==> config.mk <==
export PLATFORM = sky130hd
export DESIGN_NAME = pmp_range_lane
export DESIGN_NICKNAME = d
export VERILOG_FILES = /design/src/rtl/pmp_seq_checker_pkg.sv /design/src/rtl/pmp_range_lane.sv
export SDC_FILE = /design/constraint.sdc
export NUM_CORES = 1
export LEC_CHECK = 0
export CORE_UTILIZATION = 50
export DETAILED_ROUTE_END_ITERATION = 10
export PLACE_DENSITY = 0.82
export SLEW_MARGIN = 40
export SYNTH_ARGS = -nofsm -noshare
export SYNTH_HDL_FRONTEND = slang
export SYNTH_SLANG_ARGS = --single-unit
==> constraint.sdc <==
create_clock -name vclk -period 13.7
set_input_delay 1.37 -clock vclk [all_inputs]
set_output_delay 1.37 -clock vclk [all_outputs]
set_load 0.05 [all_outputs]
==> src/rtl/pmp_seq_checker_pkg.sv <==
// rtl/pmp_seq_checker_pkg.sv - shared constants and types for the sequential PMP checker
//
// Purpose: PMP address-matching mode codes, cfg-byte bit positions,
// access-type bit positions and the checker FSM state type.
// Ports: none (package).

package pmp_seq_checker_pkg;

  // cfg[4:3] address-matching modes
  localparam logic [1:0] PMP_OFF   = 2'b00;
  localparam logic [1:0] PMP_TOR   = 2'b01;
  localparam logic [1:0] PMP_NA4   = 2'b10;
  localparam logic [1:0] PMP_NAPOT = 2'b11;

  // cfg byte bit positions
  localparam int CFG_R    = 0;
  localparam int CFG_W    = 1;
  localparam int CFG_X    = 2;
  localparam int CFG_A_LO = 3;
  localparam int CFG_A_HI = 4;
  localparam int CFG_L    = 7;

  // ReqType one-hot bit positions {X,W,R}
  localparam int ACC_R = 0;
  localparam int ACC_W = 1;
  localparam int ACC_X = 2;

  typedef enum logic [1:0] {
    S_IDLE = 2'd0,
    S_SCAN = 2'd1,
    S_RESP = 2'd2
  } state_t;

endpackage

==> src/rtl/pmp_range_lane.sv <==
// rtl/pmp_range_lane.sv - combinational range and permission evaluation for one PMP entry
//
// Purpose: derives the entry's byte region [base, top) and classifies the
// access range [Lo, Hi] as overlapping (AnyMatch) or fully contained (FullMatch).
// Ports:
//   Lo, Hi     in  access first/last byte address, PA_BITS+1 wide
//   Cfg        in  entry cfg byte
//   Adr        in  entry pmpaddr value
//   AdrPrev    in  previous entry pmpaddr value (TOR base)
//   IsEntry0   in  entry is index 0 (TOR base is 0)
//   AnyMatch   out access overlaps the region
//   FullMatch  out access lies entirely inside the region
//   L/X/W/R    out cfg lock and permission bits

module pmp_range_lane
  import pmp_seq_checker_pkg::*;
#(
  parameter int PA_BITS = 34
) (
  input  logic [PA_BITS:0]   Lo,
  input  logic [PA_BITS:0]   Hi,
  input  logic [7:0]         Cfg,
  input  logic [PA_BITS-3:0] Adr,
  input  logic [PA_BITS-3:0] AdrPrev,
  input  logic               IsEntry0,
  output logic               AnyMatch,
  output logic               FullMatch,
  output logic               L,
  output logic               X,
  output logic               W,
  output logic               R
);

  logic [1:0]         mode;
  logic [PA_BITS-3:0] tmask;
  logic [PA_BITS-1:0] mask;
  logic [PA_BITS:0]   base;
  logic [PA_BITS:0]   top;
  logic               nonempty;
  logic               unused_cfg;

  assign mode = Cfg[CFG_A_HI:CFG_A_LO];

  // NAPOT mask: a pmpaddr bit belongs to the size field when every bit
  // below it is 1. Bit 0 is always in the field (either a 1 or the
  // terminating 0), so an all-ones pmpaddr covers the whole space.
  always_comb begin
    tmask    = '0;
    tmask[0] = 1'b1;
    for (int j = 1; j < PA_BITS - 2; j++) begin
      tmask[j] = tmask[j-1] & Adr[j-1];
    end
  end

  always_comb begin
    mask     = (mode == PMP_NAPOT) ? {tmask, 2'b11} : {{(PA_BITS-2){1'b0}}, 2'b11};
    base     = '0;
    top      = '0;
    nonempty = 1'b0;
    case (mode)
      PMP_TOR: begin
        base     = IsEntry0 ? '0 : {1'b0, AdrPrev, 2'b00};
        top      = {1'b0, Adr, 2'b00};
        nonempty = (base < top);
      end
      PMP_NA4, PMP_NAPOT: begin
        // one extra bit of width keeps a whole-space region's top from wrapping to 0
        base     = {1'b0, {Adr, 2'b00} & ~mask};
        top      = base + {1'b0, mask} + (PA_BITS+1)'(1);
        nonempty = 1'b1;
      end
      default: ;
    endcase
  end

  assign AnyMatch  = nonempty && (Lo < top) && (Hi >= base);
  assign FullMatch = nonempty && (Lo >= base) && (Hi < top);

  assign L = Cfg[CFG_L];
  assign X = Cfg[CFG_X];
  assign W = Cfg[CFG_W];
  assign R = Cfg[CFG_R];

  assign unused_cfg = ^Cfg[6:5];

endmodule

## Yosys cells after proc, flatten, opt, wreduce, memory -nomap -nowiden

Cells that the tools add are included.

- Multiplexer cells: 5
- $add $sub $neg: 2
- Equal/unequal tests: 3
- Reduce and logical (&&, ||, !) cells: 5
- $lt $le $gt $ge: 5
- Div/mod/pow operators: 0
- $mul: 0
- Shift-type cells: 0
- Bitwise gates (word level): 32

Operators with widths:

| kind | count |
|---|---|
| 35-bit greater-or-equal comparator | 2 |
| 35-bit < comparator | 2 |
| 35-bit case mux with 2 select lines | 1 |
| 34-bit two-way mux | 2 |
| 34-bit case mux with 2 select lines | 1 |
| 34-bit by 34-bit adder with 35-bit output | 1 |
| 35-bit by 1-bit adder with 35-bit output, second input constant | 1 |
| 34-bit AND | 1 |
| 34-bit < comparator | 1 |
| 34-bit inverter | 1 |
| 1-bit AND | 30 |
| 2-bit equality test, second input constant | 2 |
| 1-bit logical AND | 4 |
| 2-bit by 1-bit equality test with 1-bit output, second input constant | 1 |
| 1-bit case mux with 2 select lines | 1 |
| 2-bit OR reduction | 1 |

- Register bits: 0
- Memory bits (writable): 0
- Memories: 0
- Input port bits: 143
- Bits in latches: 0
- Word-level logic and storage cells: 52
- Bits in read-only memories: 0

## Depth between registers and ports, before layout

Gate-level depths: netlist of the first run.

- Depth in word-level cells: 39
- Mapped depth: 23

## Least setup slack after synthesis of the first run

Ideal clock, no wire load.

- Path type: input port to output port
- From: input Cfg[4]
- To: output FullMatch
- Data arrival time: 6651 ps
- Path buffers: 4
- Cell stages on the path: 22
- Setup slack: 5679 ps
- Cell sequence: buf_4 -> clkbuf_1 -> clkbuf_1 -> clkbuf_1 -> nand3_1 -> nand2_1 -> ha_1 -> o21ai_1 -> a21oi_2 -> nand3_1 -> a21oi_1 -> o21ai_0 -> a221o_1 -> ha_1 -> a21o_1 -> a21o_1 -> a21o_1 -> a21oi_1 -> nor2_1 -> nor3_1 -> a211oi_1 -> nor4_1

- Cells in the longest elaborated chain, start to end: 9
- Elaborated cells between the ends (all ways): 16

RTL lines:

| what | line | RTL |
|---|---|---|
| start, declared | pmp_range_lane.sv:22 | `input logic [7:0] Cfg,` |
| 2-bit equality test | pmp_range_lane.sv:56, pmp_range_lane.sv:60 |  |
| 34-bit two-way mux | pmp_range_lane.sv:56 | `mask = (mode == PMP_NAPOT) ? {tmask, 2'b11} : {{(PA_BITS-2){1'b0}}, 2'b11};` |
| 34-bit inverter | pmp_range_lane.sv:68 | `base = {1'b0, {Adr, 2'b00} & ~mask};` |
| 34-bit AND | pmp_range_lane.sv:68 |  |
| 34-bit by 34-bit adder with 35-bit output | pmp_range_lane.sv:69 | `top = base + {1'b0, mask} + (PA_BITS+1)'(1);` |
| 35-bit by 1-bit adder with 35-bit output | pmp_range_lane.sv:69 |  |
| 35-bit case mux with 2 select lines | pmp_range_lane.sv:60 | `case (mode)` |
| 35-bit < comparator | pmp_range_lane.sv:77 | `assign FullMatch = nonempty && (Lo >= base) && (Hi < top);` |
| 1-bit logical AND (*) | pmp_range_lane.sv:77 |  |
| end, declared | pmp_range_lane.sv:27 | `output logic FullMatch,` |

Mark *: on every way between the ends. The rest lies on a longest branch, timed or not.

## Worst setup path after layout of the first run

- From: input Adr[3]
- To: output AnyMatch

- Cells in the longest elaborated chain, start to end: 37
- Elaborated cells between the ends (all ways): 41

RTL lines:

| what | line | RTL |
|---|---|---|
| start, declared | pmp_range_lane.sv:23 | `input logic [PA_BITS-3:0] Adr,` |
| 1-bit AND (28 in a row) | pmp_range_lane.sv:51 | `tmask[j] = tmask[j-1] & Adr[j-1];` |
| 34-bit two-way mux | pmp_range_lane.sv:56 |  |
| 34-bit inverter | pmp_range_lane.sv:68 |  |
| 34-bit AND | pmp_range_lane.sv:68 |  |
| 34-bit by 34-bit adder with 35-bit output | pmp_range_lane.sv:69 |  |
| 35-bit by 1-bit adder with 35-bit output | pmp_range_lane.sv:69 |  |
| 35-bit case mux with 2 select lines | pmp_range_lane.sv:60 |  |
| 35-bit < comparator | pmp_range_lane.sv:76 | `assign AnyMatch = nonempty && (Lo < top) && (Hi >= base);` |
| 1-bit logical AND | pmp_range_lane.sv:76 |  |
| 1-bit logical AND (*) | pmp_range_lane.sv:76 |  |
| end, declared | pmp_range_lane.sv:26 | `output logic AnyMatch,` |

Marks and branches as above.

==> summary.txt, run 1 <==
Layout
  – Num sequential: 0
  – Layout Cells excl Fill: 1158
  – Ant diodes: 0
  – Area grow syn2layout: 21.67%
  – Final nets: 1295
  – Clk_buf instances: 0
  – Fin util: 0.6347
  – Number of fill cells in the layout: 1113
  – Layout cells sized above 1: 0.02727
  – Sequential cell area: 0 µm²

Floorplan
  – Starting Density: 0.5216
  – Core Box Area: 12260 µm²
  – Row Count: 40
  – Die height: 115.1 µm
  – Width of the die: 115.1 µm
  – DIE AREA: 13250 µm²
  – # IOs: 149

Drt
  – First drt pass iteration count: 7
  – Antenna viol nets, final: 0
  – DR iter-0 viols: 923
  – Vias/cell: 6.465
  – Via Count: 7486
  – Routed len/inst: 17.90 µm
  – Drt drc: 0
  – Routed WL: 20730 µm

Power
  – Logic pwr share: 1.000
  – Power Density: 30.27 nW/µm²
  – Switching Power: 0.0001255 W
  – Internal power: 0.0001101 W
  – Total power: 0.0002355 W
  – Seq pwr share: 0
  – Switching part of the total: 0.5327
  – Lkg Pwr: 3.303 nW
  – Power share of the clock group: 0
  – VDD IR-drop max: 14.68 µV

Critical path
  – Crit-path max FO: 17
  – Worst Setup End Kind: output port
  – CP delay by family, top: simple AND/OR/NAND/NOR gates
  – CP Launch Type: input port
  – Crit path kind: input port to output port
  – WP data required: 12.33 ns
  – CP Buf/Inv Count: 2
  – Critical-path cell list: clkdlybuf4s50_1, nand4_1, nor4_2, nand3_1, nand2_1, and4_1, nand2_1, or4_1, a31o_1, ha_1, a21o_1, a21o_1, a21oi_1, nor2_1, nor4_1, o311ai_0, a311oi_1, clkdlybuf4s50_1
  – WP data arrival: 7.26 ns
  – Critical Path Stages: 18
  – Worst setup startpoint: Adr[3]
  – Max stage delay on crit path: 0.86 ns
  – Slowest cell on crit path: clkdlybuf4s50_1

STA
  – Worst-margin pin slew: 0.8039 ns
  – Final Setup Violations: 0
  – Final slew viol count: 0
  – Highest clock rate: 115.9 MHz
  – Final Hold Fails: 0
  – Tcrit/Tclk final: 0.6297
  – Setup TNS: 0 ns
  – Post-route minimum period: 8.627 ns
  – Relative slew slack: 0.4605
  – Final setup margin: 5.073 ns
  – RSZ-0062 raised after global routing: false

Synthesis
  – Average cell area after synthesis: 7.083 µm²
  – Synth Instances: 903
  – Syn nets: 1206
  – Share of the synthesized area in the top cell type: 0.3130
  – Mapped Area: 6396 µm²
  – Distinct cells, synth: 74
  – Sequential share of the synthesized area: 0
  – YS warnings: 0
  – Largest area contributor in the synthesized netlist: ha_1
  – Synth area leaders: ha_1, a21o_1, a21oi_1

Placement
  – Pre-CTS setup slack: 4.818 ns
  – Placed Instances: 1158
  – Port bufs: 139
  – Detailed Place HPWL: 17110 µm
  – GP Congestion: 0.9582

Global route
  – Pin count of the biggest net entering global routing: 75
  – GRT Total Usage: 0.3111
  – Global route overflow: 0
  – First-pass GRT wire length: 33460 µm
  – Antenna violations before repair: 0
  – Vias in the first global route: 6866

Hold path
  – Cells on Worst Hold Path: 0
  – Hold wc startpoint: Cfg[7]
  – Hold Path Class: input port to output port

CTS
  – CTS resizes: 0
  – # hold bufs at CTS: 0
  – Post-CTS setup buffer count: 0

Flow run
  – Max_cap viols: 0

Status
  – Outcome: finished clean
[kinds of logic after synthesis]
family	synth area share
AND/OR/NAND/NOR	0.2723
AO/OA/AOI/OAI	0.3292
adder cells (fa/ha/maj)	0.3177
buffers and inverters	0.06064
XOR/XNOR	0.01232
multiplexers	0.007825
[metal layers]
metal	vias up	GRT usage	wire, µm
met1	3360	0.4265	9163
met5	-	0	0
met2	375	0.5020	9064
met4	0	0.1333	940
met3	57	0.02056	1558
li1	3694	-	-
[per-stage QoR]
stage | cell area, µm² | hold WS [ns]
after floorplan | 6396 | 2.907
after global placement | 7785 | 2.740
after detailed placement | 7785 | 2.740
after CTS | 7785 | 2.740
after global routing | 7782 | 2.740
final | 7782 | 2.740
[power groups by stage]
stage | Sequential (W) | Combinational [W] | Clock (W)
final | 0 | 0.000236 | 0
after floorplan | 0 | 0.000147 | 0
after global routing | 0 | 0.000263 | 0
after detailed placement | 0 | 0.000230 | 0
after CTS | 0 | 0.000232 | 0
after global placement | 0 | 0.000224 | 0
[synthesized netlist by cell type (7+ instances only)]
cell	count
nor2b_1	41
xnor2_1	8
ha_1	160
a21oi_1	79
nor4_1	9
a22oi_1	10
clkbuf_1	41
nand4_1	38
o211ai_1	8
nand3_1	36
a211oi_1	10
a32oi_1	25
nand2_1	70
a31oi_1	7
a21o_1	54
and3_1	11
nor3_1	25
nor2_1	53
buf_4	8
o21ai_0	48
inv_1	37
[layout make-up]
cell class         count  area (µm²)  share of cell area
inverters             38       142.6             0.01833
well taps            168       210.2             0.02701
repair buffers       143        1411              0.1814
multi-input cells    809        6018              0.7733
[cell usage in the layout (no fill, tap or decap), types with 3 or more instances in the layout]
cell	n
maj3_1	3
a2111oi_0	5
nand2_1	70
nand4_1	38
o31a_1	3
o21ai_1	3
a22oi_1	10
mux2i_1	5
a31oi_1	7
a21o_1	54
and2_1	4
inv_1	37
a221oi_1	5
clkdlybuf4s50_1	137
nor2_1	52
nor2b_1	40
o221ai_1	4
xnor2_1	8
o21ai_0	48
or3_1	4
ha_1	160
o22ai_1	5
buf_4	4
a211oi_1	10
and4_1	5
and3_1	11
nor4_1	9
nand3_1	36
nand2b_1	6
or4_1	3
o21a_1	6
nor3_2	3
a32oi_1	25
o211ai_1	8
nor3_1	25
a21oi_1	79
o2111ai_1	5
[path summary, 6_finish.rpt]
kind,endpoint
worst max-delay path,AnyMatch
worst min-delay path,L
Power figures use the tool's default switching activity.
==> run 2, diff against run 1 <==
--- a/config.mk
+++ b/config.mk
@@ -5,9 +5,9 @@
 export SDC_FILE = /design/constraint.sdc
 export NUM_CORES = 1
 export LEC_CHECK = 0
-export CORE_UTILIZATION = 50
+export CORE_UTILIZATION = 49
 export DETAILED_ROUTE_END_ITERATION = 10
-export PLACE_DENSITY = 0.82
+export PLACE_DENSITY = 0.84
 export SLEW_MARGIN = 40
 export SYNTH_ARGS = -nofsm -noshare
 export SYNTH_HDL_FRONTEND = slang
==> constraint.sdc (replaced) <==
create_clock -name vclk -period 7
set_input_delay 0.7 -clock vclk [all_inputs]
set_output_delay 0.7 -clock vclk [all_outputs]
set_load 0.05 [all_outputs]
==> run 2 against run 1 <==
Effect of this change:
- sequential share of layout area unchanged
- flip-flop and latch count unchanged
- final cell count increased by 1.8%
- clock-buffer cell count unchanged
- utilization decreased by 0.86 points
- largest power group unchanged
- worst hold slack got worse by 1.3 ns
- die area increased by 2.0%
- final area increased by 1.9%
- wire length increased by 2.8%
- critical path depth unchanged
==> summary.txt, run 2 (synthesis results as in run 1) <==
Critical path
  – CP Buf/Inv Count: 2 (unchanged)
  – Slowest cell on crit path: clkdlybuf4s50_1 (unchanged)
  – Critical-path cell list: clkdlybuf4s50_1, nand2_1, or3_1, a31o_2, a21oi_2, and3_1, nor2_1, a311o_1, a31oi_1, ha_1, a21o_1, a21o_1, a21oi_1, nor2_1, nor4_1, o311ai_0, a311oi_1, buf_12 (was clkdlybuf4s50_1, nand4_1, nor4_2, nand3_1, nand2_1, and4_1, nand2_1, or4_1, a31o_1, ha_1, a21o_1, a21o_1, a21oi_1, nor2_1, nor4_1, o311ai_0, a311oi_1, clkdlybuf4s50_1)
  – WP data arrival: 6.05 ns (was 7.26 ns)
  – Worst Setup End Kind: output port (unchanged)
  – WP data required: 6.30 ns (was 12.33 ns)
  – CP Launch Type: input port (unchanged)
  – Crit path kind: input port to output port (unchanged)
  – Crit-path max FO: 14 (was 17)
  – Max stage delay on crit path: 0.72 ns (was 0.86 ns)
  – CP delay by family, top: compound AO/OA/AOI/OAI gates (was simple AND/OR/NAND/NOR gates)

Global route
  – Antenna violations before repair: 0 (unchanged)
  – GRT Total Usage: 0.3113 (was 0.3111)
  – First-pass GRT wire length: 33870 µm (was 33460 µm)
  – Pin count of the biggest net entering global routing: 33 (was 75)
  – Vias in the first global route: 7063 (was 6866)
  – Global route overflow: 0 (unchanged)

Drt
  – Via Count: 7663 (was 7486)
  – Routed len/inst: 18.07 µm (was 17.90 µm)
  – Vias/cell: 6.500 (was 6.465)
  – Drt drc: 0 (unchanged)
  – Routed WL: 21300 µm (was 20730 µm)
  – First drt pass iteration count: 5 (was 7)
  – Antenna viol nets, final: 0 (unchanged)
  – DR iter-0 viols: 785 (was 923)

Floorplan
  – DIE AREA: 13510 µm² (was 13250 µm²)
  – Width of the die: 116.3 µm (was 115.1 µm)
  – Die height: 116.3 µm (was 115.1 µm)
  – Row Count: 41 (was 40)
  – Starting Density: 0.5048 (was 0.5216)
  – Core Box Area: 12670 µm² (was 12260 µm²)
  – # IOs: 149 (unchanged)

Power
  – Lkg Pwr: 3.398 nW (was 3.303 nW)
  – Total power: 0.0004745 W (was 0.0002355 W)
  – Power Density: 59.82 nW/µm² (was 30.27 nW/µm²)
  – VDD IR-drop max: 29.51 µV (was 14.68 µV)

Layout
  – Sequential cell area: 0 µm² (unchanged)
  – Most frequent cells in the layout: ha_1, clkdlybuf4s50_1, a21oi_1 (unchanged)
  – Most common cell after layout, fill and taps aside: ha_1 (unchanged)
  – Layout cells sized above 1: 0.04469 (was 0.02727)
  – Num sequential: 0 (unchanged)
  – Final nets: 1312 (was 1295)
  – Clk_buf instances: 0 (unchanged)
  – Area grow syn2layout: 24.02% (was 21.67%)
  – Ant diodes: 0 (unchanged)
  – Fin util: 0.6260 (was 0.6347)
  – Layout Cells excl Fill: 1179 (was 1158)

CTS
  – Post-CTS setup buffer count: 0 (unchanged)
  – # hold bufs at CTS: 0 (unchanged)
  – CTS resizes: 0 (unchanged)

Flow run
  – Max_cap viols: 0 (unchanged)

STA
  – Final Hold Fails: 0 (unchanged)
  – Post-route minimum period: 6.750 ns
  – Tcrit/Tclk final: 0.9642
  – Final slew viol count: 0 (unchanged)
  – Worst-margin pin slew: 0.6167 ns (was 0.8039 ns)
  – Highest clock rate: 148.2 MHz
  – Relative slew slack: 0.5836 (was 0.4605)
  – RSZ-0062 raised after global routing: false (unchanged)
  – Final Setup Violations: 0 (unchanged)
  – Setup TNS: 0 ns (unchanged)

Hold path
  – Hold Path Class: input port to output port (unchanged)

Placement
  – GP Congestion: 0.9637 (was 0.9582)
  – Port bufs: 139 (unchanged)
  – Placed Instances: 1179 (was 1158)
  – Detailed Place HPWL: 17810 µm (was 17110 µm)

Status
  – Outcome: finished clean (unchanged)
## run 2: final timing paths
path  endpoint   start  slack, ns  cells after the start
min          L  Cfg[7]       1.40                      0
max   AnyMatch  Adr[0]       0.25                     18
## run 2: report_power, final
| part | internal (W) | switching, W |
|---|---|---|
| Sequential | 0 | 0 |
| Clock | 0 | 0 |
| Combinational | 0.000223 | 0.000252 |
| Total | 0.000223 | 0.000252 |
## run 2: layout make-up
| cell class | count | area, µm² |
|---|---|---|
| timing repair buffer | 160 | 1559 |
| multi-input combinational | 809 | 6016 |
| fill | 1194 | 4738 |
| tap | 172 | 215.2 |
| inverter | 38 | 142.6 |
## run 2: routing by layer
metal / up-vias / part of all wire / track usage
li1: 3718 / - / -
met1: 3546 / 0.43 / 0.4044
met2: 350 / 0.46 / 0.5243
met3: 49 / 0.067 / 0.02491
met4: 0 / 0.043 / 0.1385
met5: - / 0 / 0
## run 2: per-stage QoR
| step | setup WS, ns | hold slack [ns] | area (µm²) |
|---|---|---|---|
| 6_report | 0.2504 | 1.400 | 7933 |
| 5_1_grt | 0.001158 | 1.400 | 7933 |
| 4_1_cts | 0.3692 | 1.400 | 7933 |
| 3_5_place_dp | 0.3973 | 1.400 | 7933 |
| 3_3_place_gp | 0.5881 | 1.400 | 7938 |
| 2_1_floorplan | 0.3193 | 1.567 | 6396 |
